**src/rtl/riscv_pkg.sv**
```systemverilog
// Shared RISC-V core definitions: datapath width, reset vector and the
// fetch-queue entry layout.
package riscv_pkg;

  localparam int unsigned XLEN = 32;
  localparam logic [XLEN-1:0] RESET_VECTOR = 32'h8000_0000;

  typedef struct packed {
    logic [XLEN-1:0] pc;
    logic [XLEN-1:0] insn;
  } fetch_entry_t;

  function automatic logic [XLEN-1:0] seq_pc(input logic [XLEN-1:0] pc);
    return pc + XLEN'(4);
  endfunction

endpackage

```
**src/rtl/fetch_fifo.sv**
```systemverilog
// Fetch queue storage: DEPTH-entry FIFO with synchronous flush that may
// accept a fresh entry in the same cycle as the flush.
module fetch_fifo #(
  parameter  int unsigned WIDTH = 64,
  parameter  int unsigned DEPTH = 4,
  localparam int unsigned AW    = $clog2(DEPTH),
  localparam int unsigned CW    = AW + 1
) (
  input  logic             clk,
  input  logic             reset_n,
  input  logic             flush,
  input  logic             push,
  input  logic [WIDTH-1:0] wdata,
  input  logic             pop,
  output logic [WIDTH-1:0] rdata,
  output logic [CW-1:0]    count
);

  logic [WIDTH-1:0] mem [DEPTH];
  logic [AW-1:0]    rd_ptr;
  logic [AW-1:0]    wr_ptr;
  logic [AW-1:0]    wr_idx;
  logic [CW-1:0]    cnt;
  logic             full;
  logic             empty;
  logic             do_push;
  logic             do_pop;

  assign full    = (cnt == CW'(DEPTH));
  assign empty   = (cnt == '0);
  assign do_push = push & (flush | ~full);
  assign do_pop  = pop & ~empty & ~flush;
  // A push during flush lands in slot 0 so the queue restarts from pointer 0.
  assign wr_idx  = flush ? '0 : wr_ptr;

  always_ff @(posedge clk) begin
    if (do_push) mem[wr_idx] <= wdata;
  end

  always_ff @(posedge clk or negedge reset_n) begin
    if (!reset_n) begin
      rd_ptr <= '0;
      wr_ptr <= '0;
      cnt    <= '0;
    end else if (flush) begin
      rd_ptr <= '0;
      wr_ptr <= do_push ? AW'(1) : '0;
      cnt    <= do_push ? CW'(1) : '0;
    end else begin
      if (do_push) wr_ptr <= wr_ptr + AW'(1);
      if (do_pop)  rd_ptr <= rd_ptr + AW'(1);
      case ({do_push, do_pop})
        2'b10:   cnt <= cnt + CW'(1);
        2'b01:   cnt <= cnt - CW'(1);
        default: cnt <= cnt;
      endcase
    end
  end

  assign rdata = mem[rd_ptr];
  assign count = cnt;

endmodule

```
**src/rtl/stage_fetch_q.sv**
```systemverilog
// Instruction fetch stage: fetch PC, request generation and a decoupling
// queue of {pc, insn} entries feeding decode.
module stage_fetch_q
  import riscv_pkg::*;
#(
  parameter logic [31:0] RESET_PC = RESET_VECTOR,
  parameter int unsigned DEPTH    = 4
) (
  input  logic                   clk,
  input  logic                   reset_n,
  input  logic                   fe_enable,
  input  logic                   pc_wen,
  input  logic [31:0]            pc_in,
  output logic                   fe_req,
  output logic [31:0]            fe_addr,
  input  logic                   fe_ack,
  input  logic [31:0]            fe_data,
  input  logic                   de_stall,
  output logic                   de_valid,
  output logic [31:0]            de_insn,
  output logic [31:0]            de_pc,
  output logic [$clog2(DEPTH):0] fq_count
);

  localparam int unsigned CW = $clog2(DEPTH) + 1;

  logic [XLEN-1:0] pc;
  logic            push;
  logic            pop;
  fetch_entry_t    wr_entry;
  fetch_entry_t    head;

  assign fe_addr  = pc_wen ? pc_in : pc;
  // A redirect flushes the queue, so a full queue must not block its fetch.
  assign fe_req   = fe_enable & (pc_wen | (fq_count != CW'(DEPTH)));
  assign push     = fe_req & fe_ack;
  assign de_valid = (fq_count != '0);
  assign pop      = de_valid & ~de_stall & ~pc_wen;

  assign wr_entry.pc   = fe_addr;
  assign wr_entry.insn = fe_data;

  always_ff @(posedge clk or negedge reset_n) begin
    if (!reset_n)    pc <= RESET_PC;
    else if (push)   pc <= seq_pc(fe_addr);
    else if (pc_wen) pc <= pc_in;
  end

  fetch_fifo #(
    .WIDTH ($bits(fetch_entry_t)),
    .DEPTH (DEPTH)
  ) u_fifo (
    .clk     (clk),
    .reset_n (reset_n),
    .flush   (pc_wen),
    .push    (push),
    .wdata   (wr_entry),
    .pop     (pop),
    .rdata   (head),
    .count   (fq_count)
  );

  assign de_pc   = head.pc;
  assign de_insn = head.insn;

endmodule

```
**config.mk**
```make
export PLATFORM = sky130hd
export DESIGN_NAME = stage_fetch_q
export DESIGN_NICKNAME = d
export VERILOG_FILES = /design/src/rtl/riscv_pkg.sv /design/src/rtl/fetch_fifo.sv /design/src/rtl/stage_fetch_q.sv
export SDC_FILE = /design/constraint.sdc
export NUM_CORES = 1
export LEC_CHECK = 0
export ABC_AREA = 1
export BUFFER_PORTS_ARGS = -buffer_cell sky130_fd_sc_hd__buf_2
export CORE_AREA = 2 2 140 142
export CTS_BUF_LIST = sky130_fd_sc_hd__clkbuf_8
export DETAILED_ROUTE_END_ITERATION = 8
export DIE_AREA = 0 0 142 144
export GPL_ROUTABILITY_DRIVEN = 0
export PLACE_DENSITY = 0.83
export SLEW_MARGIN = 20
export SYNTH_ARGS = -nofsm -noshare
export SYNTH_HDL_FRONTEND = slang
export SYNTH_SLANG_ARGS = --single-unit
```
**constraint.sdc**
```tcl
create_clock -name clk -period 12.9 [get_ports clk]
set_input_delay 1.935 -clock clk [delete_from_list [all_inputs] [get_ports clk]]
set_output_delay 1.935 -clock clk [all_outputs]
set_load 0.02 [all_outputs]
```
==> results of run 1 <==
worst max path at each step:
stage / startpoint / end / depth (start not counted)
6_report: pc_wen / fe_addr[31] / 6
5_1_grt: pc_wen / fe_addr[31] / 6
4_1_cts: pc_wen / fe_addr[31] / 6
3_5_place_dp: pc_wen / fe_addr[31] / 6
3_3_place_gp: pc_wen / fe_addr[31] / 6
2_1_floorplan: pc_wen / u_fifo.mem[2][0] / 6
cell families (layout without fill, tap and decap cells):
logic type | count (synthesis) | after routing | share of synthesized area, %
and+or+nand+nor | 370 | 370 | 13.1
AOI/OAI and AO/OA | 209 | 209 | 9.52
buffers and inverters | 84 | 296 | 2.98
adders and majority gates | 2 | 2 | 0.273
DFF | 295 | 295 | 72.6
xor gates and xnor gates | 21 | 21 | 1.54
synthesized netlist by cell type, types with 8 or more instances:
library cell	count	area (um2)
xnor2_1	8	70.1
nor2_1	160	601
nand2_1	142	533
inv_1	32	120
nand3_1	21	105
nor2_2	8	50.1
nand2_2	15	93.8
xor2_1	13	114
o22ai_1	64	400
dfrtp_1	38	951
clkbuf_1	39	146
edfxtp_1	256	7690
o21ai_0	136	681
sequential cells by signal (all words and copies together), names as in the netlist:
name	cells
u_fifo.wr_ptr	2
u_fifo.count	3
u_fifo.rd_ptr	2
pc	32
u_fifo.mem	256
metal layers:
layer | routed length [um] | vias up
met2 | 13000 | 409
met5 | 14 | -
li1 | - | 3845
met1 | 10900 | 3959
met4 | 786 | 2
met3 | 2200 | 64
area by class of cell:
class	count	area, um2
Multi-Input combinational cell	602	2940
Tap cell	238	298
Inverter	34	130
Fill cell	1256	5180
Sequential cell	295	8670
Timing Repair Buffer	178	911
Clock inverter	33	251
Clock buffer	51	702
power by group through the flow:
| stage | clock (uW) | sequential [uW] | combinational (uW) |
|---|---|---|---|
| 4_1_cts | 811 | 1110 | 545 |
| 5_1_grt | 847 | 1120 | 592 |
| 2_1_floorplan | 0 | 1120 | 365 |
| 3_5_place_dp | 0 | 1130 | 542 |
| 6_report | 799 | 1110 | 544 |
| 3_3_place_gp | 0 | 1130 | 528 |
through the flow:
stage	cells	utilization, %
final	1431	72.8
after global routing	1431	72.8
after CTS	1431	72.8
after detailed placement	1347	67.8
after global placement	1347	67.8
after floorplan	981	-
==> qor.yml, run 1 <==
clock_tree:
  cts_buffers: 46
  cts.sinks: 295
  clock_path_buffers: 3
  htreeDepth: 2
  cts_resized: 0
  clk_latency_ns: 0.56
  cts_tree: "yes"
  post_cts_buffers: 0
  clockRootBuffer: "clkbuf_8"
  clk_pin_slew_ns: 0.06
  hold_buffers: 0
final_layout:
  antennaDiodeCount: 0
  layout.nets: 1229
  final_common_cell: "edfxtp_1"
  final_cell_mix: "256 x edfxtp_1, 170 x buf_2, 159 x nor2_1"
  drive_gt1_share_pct: 24.0
  area_delta_synth_final_pct: 16.5
  stdcell_area_um2: 13900
worst_setup_path:
  critPathMaxFanout: 40
  path_cells: "buf_2 -> inv_2 -> or2_2 -> o21ai_0 -> inv_1 -> buf_2"
  cp_top_family: "buffers and inverters"
  cp.arrival_ns: 4.05
  r2r_cells: 7
  crit_slowest_cell: "buf_2"
  worstSetupPathType: "in2out"
  cp_common_cell: "buf_2"
  reg2reg_to: "u_fifo.mem[0][25]"
  start_kind: "input port"
  required_ns: 10.97
  r2r-start: "u_fifo.count[0]"
  cp-end-kind: "primary output"
  critPathMaxStageDelay_ns: 0.63
  ff2ff_setup_slack_ns: 9.50
  path_buf_inv: 4
global_routing:
  grt_start_max_net_pins: 94
  overflow: 0
  met1_usage_pct: 35.5
  use_met2_pct: 42.8
  grt_busiest_layer: "met2"
  grt_pass1_wl_um: 41500
  grt_util_all_layers_pct: 26.5
  grtUsageMet3_pct: 5.17
  grt_pass1_vias: 7998
  antenna_found_initial: 1
min_path:
  hp-class: "reg2reg"
  hp-start: "u_fifo.wr_ptr[0]"
  min_delay_path_depth: 1
  min_to: "u_fifo.wr_ptr[1]"
route:
  drt-pass1-iter-count: 7
  finalWirelength_um: 26900
  drt-wirelength-per-cell_um: 18.8
  via_per_inst: 5.79
  vias: 8279
  ant_nets: 0
  post-route-drc-count: 0
  drt-initial-drc-count: 609
yosys:
  synth.distinct_cells: 34
  ys.flop_type: "edfxtp_1"
  synth_warnings: 0
  ys_seq_area_share_pct: 72.6
  synth_nets: 1053
  synthCells: 981
  async_flop_share_pct: 13.2
  synth_edf_count: 256
  syn_avg_cell_area_um2: 12.2
  netlist_area_um2: 11900
  synth_seq_cells: 295
sta:
  maxSlewViolCount: 0
  setup_slack_ns: 6.92
  hold_violations: 0
  period_needed_ns: 5.98
  fin_skew_ns: 0.0329
  setup_viol: 0
  max_slew_margin_pct: 34.4
  fin_crit_sh_pct: 46.4
  whs_ns: 0.532
  fmax_mhz: 167
  tns_ns: 0
  rsz0062_at_grt: "false"
  tightest_slew_ns: 0.983
place:
  dp_hpwl_um: 15100
  place_ws_ns: 6.98
  post_dp_cell_area_um2: 12900
  io_buffers: 170
floorplanning:
  die_w_um: 142
  start_util_pct: 62.5
  rows: 51
  dieArea_um2: 20400
  fp.dieH_um: 144
  coreArea_um2: 19100
  ioPinCount: 171
power:
  comb_power_share_pct: 22.2
  switching_share_pct: 31.4
  p_int_uw: 1680
  irDropWorstVdd_uv: 130
  power_uw: 2450
  clockPowerShare_pct: 32.5
  switchingPower_uw: 771
  p_per_area_nw_per_um2: 177
  pwr-share-seq_pct: 45.3
  p_leak_uw: 0.00531
run_status:
  status: "finished clean"
flow_run:
  maxCapViolations: 0
Power figures use the tool's default switching activity.
==> run 2: changes to the inputs <==
Settings changed: CORE_AREA 2 2 140 142 to 2 2 146 148, DIE_AREA 0 0 142 144 to 0 0 148 150, PLACE_DENSITY 0.83 to 0.77.
Clock period 12.9 ns to 5.67 ns, I/O delays scaled along.
==> run 2 against run 1 <==
Final cell count grew 2.7%. Flip-flop and latch count unchanged. Combinational power rose by 130%.
==> qor.yml, run 2 (synthesis results as in run 1) <==
global_routing:
  overflow: 0  # unchanged
  use_met2_pct: 38.8  # -4.0 points
  met1_usage_pct: 32.2  # -3.4 points
  antenna_found_initial: 0  # -1
  grt_pass1_wl_um: 40500  # -2.4%
  grt_start_max_net_pins: 130  # +38%
  grt_pass1_vias: 7928  # -0.88%
  grtUsageMet3_pct: 4.05  # -1.1 points
  grt_util_all_layers_pct: 23.7  # -2.8 points
  grt_busiest_layer: "met2"
worst_setup_path:
  r2r-start: "u_fifo.count[0]"
  path_buf_inv: 3  # -1
  critPathMaxStageDelay_ns: 0.58  # -0.05 ns
  reg2reg_to: "u_fifo.mem[0][62]"
  cp_top_family: "buffers and inverters"
  required_ns: 4.82  # -6.15 ns
  r2r_cells: 8  # +1
  ff2ff_setup_slack_ns: 3.07  # -6.43 ns
  crit_slowest_cell: "buf_4"
  critPathMaxFanout: 76  # +90%
  path_cells: "inv_4 -> buf_4 -> o21ai_0 -> o22ai_1 -> buf_2"
  cp.arrival_ns: 2.89  # -1.16 ns
  start_kind: "flop"
  worstSetupPathType: "reg2out"
  cp-end-kind: "primary output"
clock_tree:
  cts_resized: 0  # unchanged
  clk_pin_slew_ns: 0.07  # about the same
  hold_buffers: 0  # unchanged
  htreeDepth: 2  # unchanged
  cts_buffers: 46  # unchanged
  clk_latency_ns: 0.55  # about the same
  cts_tree: "yes"
  clockRootBuffer: "clkbuf_8"
  post_cts_buffers: 0  # unchanged
  cts.sinks: 295  # unchanged
  clock_path_buffers: 3  # unchanged
power:
  p_int_uw: 3710  # +120%
  pwr-share-seq_pct: 46.0  # +0.7 points
  clockPowerShare_pct: 30.7  # -1.8 points
  p_leak_uw: 0.00531  # about the same
  p_per_area_nw_per_um2: 392  # +120%
  irDropWorstVdd_uv: 321  # +150%
  switchingPower_uw: 1730  # +120%
  power_uw: 5440  # +120%
  comb_power_share_pct: 23.2  # +1.0 points
  switching_share_pct: 31.8  # +0.40 points
floorplanning:
  die_w_um: 148  # +4.2%
  coreArea_um2: 20700  # +8.4%
  ioPinCount: 171  # unchanged
  start_util_pct: 57.7  # -4.9 points
  fp.dieH_um: 150  # +4.2%
  rows: 53  # +3.9%
  dieArea_um2: 22200  # +8.6%
route:
  vias: 8146  # -1.6%
  drt-initial-drc-count: 665  # +9.2%
  post-route-drc-count: 0  # unchanged
  finalWirelength_um: 26400  # -2.0%
  drt-wirelength-per-cell_um: 18.0  # -4.6%
  ant_nets: 0  # unchanged
  via_per_inst: 5.55  # -4.2%
  drt-pass1-iter-count: 5  # -2
min_path:
  hp-class: "in2async"
sta:
  tightest_slew_ns: 1.01  # +0.0218 ns
  fmax_mhz: 267
  max_slew_margin_pct: 33.0  # -1.5 points
  period_needed_ns: 3.74
  maxSlewViolCount: 0  # unchanged
  rsz0062_at_grt: "false"
  hold_violations: 0  # unchanged
  fin_skew_ns: 0.0281  # -0.00480 ns
  fin_crit_sh_pct: 66.0
  setup_viol: 0  # unchanged
final_layout:
  largest_reg_flops: 256  # unchanged
  layout.nets: 1229  # unchanged
  final_cell_mix: "256 x edfxtp_1, 170 x buf_2, 159 x nor2_1"
  regMostFlops: "u_fifo.mem"
  final_common_cell: "edfxtp_1"
  fin_util_pct: 67.0  # -5.8 points
  drive_gt1_share_pct: 23.3  # -0.69 points
  antennaDiodeCount: 0  # unchanged
  area_delta_synth_final_pct: 16.2
flow_run:
  maxCapViolations: 0  # unchanged
run_status:
  status: "finished clean"
place:
  io_buffers: 170  # unchanged
  dp_hpwl_um: 14900  # -1.1%
run 2: changes by cell type in the layout (fill, tap and decap cells not counted), moves of 2 or more:
cell,change
clkbuf_8,-2
inv_1,+9
bufinv_16,-2
clkinvlp_4,-2
run 2: area by class of cell:
cell class	instances	area, um2
Fill cell	1554	6820
Tap cell	275	344
Multi-Input combinational cell	602	2940
Inverter	34	131
Clock inverter	36	200
Clock buffer	49	674
Sequential cell	295	8670
Timing Repair Buffer	178	915
run 2: per-stage QoR:
step	setup slack (ns)	hold WS (ns)	instance area (um2)	setup TNS [ns]	instances
after floorplan	-0.703	0.447	11900	-134.93	981
after global placement	2.13	0.510	13000	0	1384
after detailed placement	2.05	0.503	13000	0	1384
after CTS	1.90	0.415	13900	0	1469
after global routing	1.76	0.475	13900	0	1469
final	1.93	0.436	13900	0	1469
run 2: power by group through the flow:
stage	sequential, uW	clock [uW]	combinational [uW]
finish	2500	1670	1260
global placement	2540	0	1250
global route	2510	1800	1380
CTS	2500	1710	1270
detailed placement	2550	0	1270
floorplan	2550	0	831
run 2: layer usage:
layer	wire, um	share of wire (%)
met5	0	0
met2	12800	48
met3	1860	7.0
met4	610	2.3
met1	11200	42
run 2: worst max path at each step:
stage	slack, ns	from	cells after the start	end
after floorplan	-0.70	pc_wen	6	u_fifo.mem[2][0]
after global placement	2.13	pc_wen	6	fe_addr[31]
after detailed placement	2.05	pc_wen	6	fe_addr[31]
after CTS	1.90	u_fifo.rd_ptr[0]	5	de_pc[14]
after global routing	1.76	u_fifo.rd_ptr[0]	5	de_pc[14]
final	1.93	u_fifo.rd_ptr[0]	5	de_pc[17]
run 2: worst reg2reg max path: stages (launching register included):
cell,delay (ns)
dfrtp_1,0.41
nor2_1,0.07
nand3_1,0.12
nand3_1,0.08
buf_4,0.21
inv_2,0.17
o21ai_0,0.19
nor2_4,0.13
buf_4,0.72
==> run 3: changes to the inputs <==
Settings changed: ABC_AREA 1 to 0, CORE_AREA 2 2 146 148 to 2 2 152 154, DIE_AREA 0 0 148 150 to 0 0 154 156, PLACE_DENSITY 0.77 to 0.73.
Clock period 5.67 ns to 3.4 ns, I/O delays scaled along.
==> run 3 against run 2 <==
Utilization decreased by 4.8 points. Non-clock buffer count increased by 4. Flip-flop and latch count unchanged. Die area increased by 8.2%. Via count decreased by 22%. Global-route usage decreased by 3.2 points. Power increased by 55%. Combinational power increased by 9%. Critical path type unchanged. Largest cell class unchanged. Highest routed layer unchanged.
==> qor.yml, run 3 <==
final_layout:
  fill_cells: 1594  # +2.6%
  antennaDiodeCount: 0  # unchanged
  finalNonFillerCells: 1111  # -24%
  largest_reg_flops: 256  # unchanged
  layout.nets: 864  # -30%
  regMostFlops: "u_fifo.mem"
  drive_gt1_share_pct: 42.9  # +20 points
  final_common_cell: "edfxtp_1"
  multi_input_area_um2: 2930  # -0.21%
  fin_util_pct: 62.2  # -4.8 points
  regArea_um2: 8670  # about the same
  final_cell_mix: "256 x edfxtp_1, 170 x buf_2, 64 x mux4_2"
  area_delta_synth_final_pct: 18.6
power:
  irDropWorstVdd_uv: 349  # +8.7%
  p_per_area_nw_per_um2: 607  # +55%
  p_leak_uw: 0.00500  # -5.9%
worst_setup_path:
  crit_slowest_cell: "dfrtp_4"
  cp.arrival_ns: 2.36  # -0.53 ns
  r2r-start: "u_fifo.count[1]"
  worstSetupPathType: "reg2out"
  path_cells: "buf_4 -> mux4_2 -> buf_2"
  critPathMaxFanout: 21  # -72%
  required_ns: 2.89  # -1.93 ns
  start_kind: "flop"
  crit_start: "u_fifo.rd_ptr[0]"
  r2r_cells: 7  # -1
  critPathMaxStageDelay_ns: 0.72  # +0.14 ns
  cp-end-kind: "primary output"
yosys:
  synth_simple_gate_area_share_pct: 5.22  # -7.9 points
  synth_nets: 655  # -38%
  synthCells: 583  # -41%
  netlist_area_um2: 11700  # -1.7%
  yosysMostFrequentCell: "edfxtp_1"
  netlist_top_cells_area: "edfxtp_1 66%, mux4_2 12%, dfrtp_1 8.1%"
  ys_seq_area_share_pct: 73.9  # +1.3 points
  syn_avg_cell_area_um2: 20.1  # +65%
  synth_top_area_share_pct: 65.5  # +1.1 points
  async_flop_share_pct: 13.2  # unchanged
  synth.area.mux_share_pct: 15.0  # +15 points
  ys.flop_type: "edfxtp_1"
  synth_edf_count: 256  # unchanged
  synth-xor-area-share_pct: 2.39  # +0.85 points
  synth_area_leader_cell: "edfxtp_1"
  synth_top_family_by_area: "multiplexers"
  synth.distinct_cells: 53  # +56%
  synth_common_cells: "256 x edfxtp_1, 64 x mux4_2, 38 x dfrtp_1, 22 x nand2_1, 22 x nor2_1"
  synth_compound_area_share_pct: 1.78  # -7.7 points
  synth_warnings: 0  # unchanged
  synth_seq_cells: 295  # unchanged
  synthAdderAreaFrac_pct: 0.277  # +0.0048 points
sta:
  tns_ns: 0  # unchanged
  fin_skew_ns: 0.0112  # -0.0169 ns
  max_slew_margin_pct: 34.4  # +1.5 points
  maxSlewViolCount: 0  # unchanged
  period_needed_ns: 2.87
  tightest_slew_ns: 0.983  # -0.0219 ns
  setup_viol: 0  # unchanged
  hold_violations: 0  # unchanged
  fin_crit_sh_pct: 84.4
  rsz0062_at_grt: "false"
  fmax_mhz: 349
route:
  drt-pass1-iter-count: 5  # unchanged
  vias: 6319  # -22%
  finalWirelength_um: 24000  # -9.0%
  drt-wirelength-per-cell_um: 21.6  # +20%
  post-route-drc-count: 0  # unchanged
  ant_nets: 0  # unchanged
  drt-initial-drc-count: 403  # -39%
  via_per_inst: 5.69  # +2.6%
flow_run:
  maxCapViolations: 0  # unchanged
floorplanning:
  start_util_pct: 52.4  # -5.2 points
  ioPinCount: 171  # unchanged
  die_w_um: 154  # +4.1%
  coreArea_um2: 22400  # +8.1%
  rows: 55  # +3.8%
  fp.dieH_um: 156  # +4.0%
  dieArea_um2: 24000  # +8.2%
clock_tree:
  clk_latency_ns: 0.54  # about the same
  cts_buffers: 47  # +2.2%
  clk_pin_slew_ns: 0.06  # about the same
  hold_buffers: 0  # unchanged
  cts.sinks: 295  # unchanged
  post_cts_buffers: 0  # unchanged
  cts_tree: "yes"
  clock_path_buffers: 3  # unchanged
  cts_resized: 0  # unchanged
  clockRootBuffer: "clkbuf_8"
  htreeDepth: 2  # unchanged
global_routing:
  grt_start_max_net_pins: 65  # -50%
  overflow: 0  # unchanged
  grt_pass1_wl_um: 37800  # -6.6%
  antenna_found_initial: 0  # unchanged
  grt_util_all_layers_pct: 20.5  # -3.2 points
  grt_pass1_vias: 6852  # -14%
place:
  io_buffers: 170  # unchanged
  dp_hpwl_um: 15100  # +0.97%
  place_inst: 1028  # -26%
run_status:
  status: "finished clean"
min_path:
  hp-class: "in2async"
run 3: changes by cell type after synthesis, sizes merged, moves of 9 or more:
| cell | before | now |
|---|---|---|
| clkbuf | 39 | 5 |
| nand2 | 157 | 22 |
| o21ai | 139 | 2 |
| nand3 | 24 | 12 |
| mux4 | 0 | 64 |
| o22ai | 64 | 1 |
| mux2i | 0 | 9 |
| nor2 | 170 | 22 |
| inv | 34 | 12 |
| mux2 | 0 | 20 |
| nor3 | 7 | 16 |
run 3: area by class of cell:
cell class              instances  share of cell area (%)
flip-flops and latches        295                    62.3
multi-input cells             254                    21.1
repair buffers                182                    7.21
clock buffers                  52                    5.15
well taps                     285                    2.56
clock inverters                31                    1.34
inverters                      12                   0.324
run 3: kinds of logic (layout without fill, tap and decap cells):
family	after synthesis	count (layout)
buffers and inverters	34	277
XOR/XNOR	32	32
flip-flops	295	295
AND/OR/NAND/NOR	102	102
adder cells (fa/ha/maj)	2	2
AO/OA/AOI/OAI	25	25
multiplexers	93	93
run 3: path summary, 6_finish.rpt:
kind	slack, ns	endpoint
setup / recovery	0.53	de_pc[2]
hold / removal	0.13	pc[27]
setup reg to reg	1.03	u_fifo.count[1]
hold reg to reg	0.57	pc[0]
max in group asynchronous	2.56	u_fifo.rd_ptr[1]
min in group clk	0.18	u_fifo.mem[0][17]
run 3: where the power goes:
group | total, uW | internal [uW] | switching (uW)
sequential | 4230 | 4120 | 116
combinational | 1370 | 567 | 801
clock | 2850 | 1560 | 1290
run 3: metrics by stage:
step	worst slack, ns	total power [uW]	hold WS, ns	cell area [um2]
after global routing	0.374	8820	0.160	13900
after floorplan	0.0413	5210	0.214	11800
final	0.532	8450	0.134	13900
after global placement	0.884	5650	0.533	13000
after CTS	0.452	8560	0.119	13900
after detailed placement	0.847	5690	0.549	13000
run 3: worst max-delay path: cells and delay by family, from the launching register on:
kind	cells	cell delay, ns
buffers and inverters	2	0.52
DFF	1	0.72
muxes	1	0.57
run 3: layer usage:
layer	part of all wire [%]	global-route usage, %	vias up
li1	-	-	2772
met1	43	28.7	3223
met2	48	33.2	279
met3	7.6	4.28	45
met4	1.7	5.61	0
met5	0	0	-
